`src/rtl/vga_sync_gen.sv`:
```
// VGA raster timing generator: pixel-rate divider, H/V counters and registered sync decode.
// Optional `VGA_FRAME_CNT_EN adds an 8-bit frame counter output (frame_cnt).
module vga_sync_gen #(
    parameter int CLK_DIV   = 2,
    parameter int H_DISPLAY = 640,
    parameter int H_FRONT   = 16,
    parameter int H_SYNC    = 96,
    parameter int H_BACK    = 48,
    parameter int V_DISPLAY = 480,
    parameter int V_FRONT   = 10,
    parameter int V_SYNC    = 2,
    parameter int V_BACK    = 33
) (
    input  logic       clk,
    input  logic       rst_n,
    output logic       pixel_tick,
    output logic [9:0] HCount,
    output logic [9:0] VCount,
    output logic       hsync,
    output logic       vsync,
    output logic       video_on,
    output logic       frame_start
`ifdef VGA_FRAME_CNT_EN
    ,
    output logic [7:0] frame_cnt
`endif
);

    localparam int H_TOTAL = H_DISPLAY + H_FRONT + H_SYNC + H_BACK;
    localparam int V_TOTAL = V_DISPLAY + V_FRONT + V_SYNC + V_BACK;
    localparam int DIV_W   = (CLK_DIV > 1) ? $clog2(CLK_DIV) : 1;

    localparam logic [DIV_W-1:0] DIV_LAST = DIV_W'(CLK_DIV - 1);

    localparam logic [9:0] H_LAST       = 10'(H_TOTAL - 1);
    localparam logic [9:0] V_LAST       = 10'(V_TOTAL - 1);
    localparam logic [9:0] H_DISP       = 10'(H_DISPLAY);
    localparam logic [9:0] V_DISP       = 10'(V_DISPLAY);
    localparam logic [9:0] H_SYNC_FIRST = 10'(H_DISPLAY + H_FRONT);
    localparam logic [9:0] H_SYNC_LAST  = 10'(H_DISPLAY + H_FRONT + H_SYNC - 1);
    localparam logic [9:0] V_SYNC_FIRST = 10'(V_DISPLAY + V_FRONT);
    localparam logic [9:0] V_SYNC_LAST  = 10'(V_DISPLAY + V_FRONT + V_SYNC - 1);

    logic [DIV_W-1:0] div_q;
    logic [DIV_W-1:0] div_d;
    logic [9:0]       h_d;
    logic [9:0]       v_d;
    logic             h_wrap;
    logic             frame_wrap;

    // NOTE: every variable gets a default at the top of always_comb so no path can infer a latch.
    always_comb begin
        div_d      = (div_q == DIV_LAST) ? '0 : div_q + 1'b1;
        h_wrap     = (HCount == H_LAST);
        frame_wrap = pixel_tick && h_wrap && (VCount == V_LAST);
        h_d        = HCount;
        v_d        = VCount;
        if (pixel_tick) begin
            h_d = h_wrap ? '0 : HCount + 10'd1;
            if (h_wrap) begin
                v_d = (VCount == V_LAST) ? '0 : VCount + 10'd1;
            end
        end
    end

    // Syncs decode the next count values so they update on the same edge as the counts.
    // NOTE: sequential state uses non-blocking assignments only, so all registers sample together.
    always_ff @(posedge clk or negedge rst_n) begin
        if (!rst_n) begin
            div_q       <= '0;
            pixel_tick  <= 1'b0;
            HCount      <= '0;
            VCount      <= '0;
            hsync       <= 1'b1;
            vsync       <= 1'b1;
            video_on    <= 1'b1;
            frame_start <= 1'b0;
        end else begin
            div_q       <= div_d;
            pixel_tick  <= (div_d == DIV_LAST);
            HCount      <= h_d;
            VCount      <= v_d;
            hsync       <= !((h_d >= H_SYNC_FIRST) && (h_d <= H_SYNC_LAST));
            vsync       <= !((v_d >= V_SYNC_FIRST) && (v_d <= V_SYNC_LAST));
            video_on    <= (h_d < H_DISP) && (v_d < V_DISP);
            frame_start <= frame_wrap;
        end
    end

`ifdef VGA_FRAME_CNT_EN
    always_ff @(posedge clk or negedge rst_n) begin
        if (!rst_n) begin
            frame_cnt <= '0;
        end else if (frame_wrap) begin
            frame_cnt <= frame_cnt + 8'd1;
        end
    end
`endif

endmodule

```
`config.mk`:
```
export PLATFORM = sky130hd
export DESIGN_NAME = vga_sync_gen
export DESIGN_NICKNAME = d
export VERILOG_FILES = /design/src/rtl/vga_sync_gen.sv
export SDC_FILE = /design/constraint.sdc
export NUM_CORES = 1
export LEC_CHECK = 0
export CORE_ASPECT_RATIO = 2
export CORE_MARGIN = 4
export CORE_UTILIZATION = 55
export DETAILED_ROUTE_END_ITERATION = 8
export GPL_TIMING_DRIVEN = 0
export PLACE_DENSITY = 0.87
export SETUP_SLACK_MARGIN = 0.05
export SYNTH_ARGS = -nofsm -noshare
export SYNTH_HDL_FRONTEND = slang
export SYNTH_SLANG_ARGS = --single-unit
```
`constraint.sdc`:
```
create_clock -name clk -period 3 [get_ports clk]
set_input_delay 0.3 -clock clk [delete_from_list [all_inputs] [get_ports clk]]
set_output_delay 0.3 -clock clk [all_outputs]
set_load 0.01 [all_outputs]
```
==> impl_metrics.toml <==
[die]
ios = 27
die_h_um = 80.34
die_w_um = 44.17
rows = 26
dieArea_sq_mm = 0.003548
start_util_pct = 56.71
coreArea_sq_mm = 0.002537

[pwr]
p_total_uw = 544.8
ir_worst_vdd_mv = 0.3982
powerDensity_mw_per_mm2 = 306.0
leakage_uw = 0.0007076

[synthesis]
avgSynthCellArea_sq_um = 10.06
yosys_warnings = 0
ys_seq_area_share_pct = 43.74
synth_ff_type = "dfrtp_1"
synth.cell_area_sq_mm = 0.001439
synthArstFlopShare_pct = 100.0
yosysUniqueCellTypes = 48
syn_nets = 148
synthTopCellsByArea = "dfrtp_1, dfstp_2, xnor2_1"
synth-seq-cells = 25
synthCells = 143
synth_edf_count = 0
synth_largest_area_cell = "dfrtp_1"
synth_top_area_share_pct = 38.26

[setup_path]
startpoint_type = "flop"
worstRegToRegCells = 7
crit_type = "flop to flop"
end_kind = "flop"
startpoint = "HCount[0]$_DFF_PN0_"
worstPathRequired_ns = 3.19
timing.rr.end = "vsync$_DFF_PN1_"
worstPathArrival_ns = 2.44
rr_startpoint = "HCount[0]$_DFF_PN0_"
path_max_fanout = 8
r2r_slack_ns = 0.75

[route]
num_vias = 1229
drtIter0Drc = 45
dr.pass1.iters = 4
drc_errors = 0
drt-vias-per-instance = 6.114
drt-total-wl_mm = 3.275
wire_per_inst_um = 16.29
ant_nets = 0

[place]
port_buffers = 26
place_hpwl_mm = 2.508
place.gp.congestion = 0.7758
dp_cells = 197

[cts]
cts_max_level = 1
postCtsSetupBuffers = 0
cts.clk_slew.worst_paths_ns = 0.09
clkLatencyLatePin_ns = 0.27
cts_root_buf = "clkbuf_8"
cts_buffer_depth = 2
cts_resized = 0
cts_tree = "done"
cts_buffers = 3
cts_sinks = 25
cts_hold_buffers = 0

[sta]
maxSlewHeadroom_pct = 25.85
final.min_clock_period_ns = 2.247
fmax_ghz = 0.4451
hold_viol = 0
fin_worst_skew_ns = 0.002533
slew_viol_final = 0
grt_setup_unrepaired = "false"
setup_viol = 0
tns_ns = 0
timing.final.crit_share_pct = 74.90
worstMarginPinSlew_ns = 1.109

[cells_and_area]
final_common_cell = "clkdlybuf4s50_1"
diodes = 0
regArea_sq_um = 629.4
fin_cells = 201
multi_input_area_sq_um = 752.0
drive_gt1_share_pct = 11.56
n_fill_cell = 204
nets = 179
most-common-layout-cells = "clkdlybuf4s50_1, dfrtp_1, nand2_1"
fin_util_pct = 70.17
area_delta_synth_final_pct = 23.74

[outcome]
outcome = "complete, no violations"

[grt]
grt_pass1_wl_mm = 5.451
track_usage_pct = 20.87
grt_antenna_before_repair = 0
grt_max_degree = 26
grt-ovfl-total = 0
grt_pass1_vias = 1268

[worst_hold_path]
whs_endpoint = "VCount[8]$_DFF_PN0_"
min_path_cells = 1
min_from = "VCount[8]$_DFF_PN0_"
min_path_type = "flop to flop"

[flow_run]
cap_violations = 0
## logic make-up (layout without fill, tap and decap cells)
family | count (synthesis) | in the layout | share of synthesized area [%]
simple gates | 66 | 66 | 29.65
compound gates | 27 | 27 | 13.04
flops | 25 | 25 | 43.74
buf+inv | 11 | 41 | 3.999
xor+xnor | 9 | 9 | 5.479
fa+ha+maj | 3 | 3 | 2.609
mux | 2 | 2 | 1.478
## state kept, by name, summed over array words and instances, names as in the netlist
register	count
HCount	10
VCount	10
div_q	1
frame_start	1
hsync	1
video_on	1
vsync	1
## critical path, cell delays in order, from the launching register on
cell and delay, ns:
dfrtp_1 0.44, ha_1 0.29, nand4bb_4 0.15, or3_1 0.12, clkbuf_1 0.33, o21bai_1 0.17, a22oi_2 0.21, or4b_1 0.45
## routing by layer
layer	vias to the layer above	global-route usage (%)	wire length, um
met2	43	36.99	1826
met1	585	21.63	1202
met5	-	0	0
met3	14	2.915	120
met4	0	13.60	125
li1	587	-	-
## synth_stat cells, types with 2 or more instances
| cell type | number |
|---|---|
| ha_1 | 3 |
| dfstp_2 | 3 |
| nor3_2 | 2 |
| nor3_1 | 5 |
| or3_1 | 3 |
| dfrtp_1 | 22 |
| nand4_1 | 8 |
| a31oi_1 | 3 |
| nor2_1 | 3 |
| and4_1 | 2 |
| and3_1 | 5 |
| a21oi_1 | 3 |
| nor3b_1 | 2 |
| nand2_1 | 14 |
| nand2b_1 | 2 |
| o211ai_1 | 2 |
| nor2b_1 | 3 |
| inv_1 | 4 |
| buf_2 | 3 |
| o21ai_0 | 9 |
| o2bb2ai_1 | 2 |
| nand3_1 | 7 |
| xnor2_1 | 7 |
| xor2_1 | 2 |
## worst max path at each step
stage	endpoint	slack [ns]	cells past startpoint
floorplan	vsync$_DFF_PN1_	0.96	7
global placement	vsync$_DFF_PN1_	0.78	7
detailed placement	vsync$_DFF_PN1_	0.75	7
CTS	vsync$_DFF_PN1_	0.73	7
global route	vsync$_DFF_PN1_	0.61	7
finish	vsync$_DFF_PN1_	0.75	7
## area by class of cell
class | instances | share of cell area (%)
plain buffers | 7 | 2.389
clock buffers | 3 | 2.319
clock inverters | 1 | 0.2811
inverters | 4 | 0.8433
multi-input cells | 107 | 42.23
flip-flops and latches | 25 | 35.35
well taps | 28 | 1.968
repair buffers | 26 | 14.62
## power by group
part | switching [uW] | leakage [uW] | total (uW) | internal, uW
sequential | 0 | 0.000325 | 337 | 337
combinational | 6.29 | 0.000358 | 7.43 | 1.14
clock | 108 | 0.0000255 | 201 | 93.0
## per-stage QoR
step	setup slack, ns	cell area [sq um]	hold WS (ns)
after detailed placement	0.7549	1734	0.5608
after global placement	0.7805	1734	0.5318
final	0.7531	1780	0.5690
after global routing	0.6133	1780	0.5998
after CTS	0.7300	1780	0.5732
after floorplan	0.9606	1439	0.004409
Power figures use the tool's default switching activity.
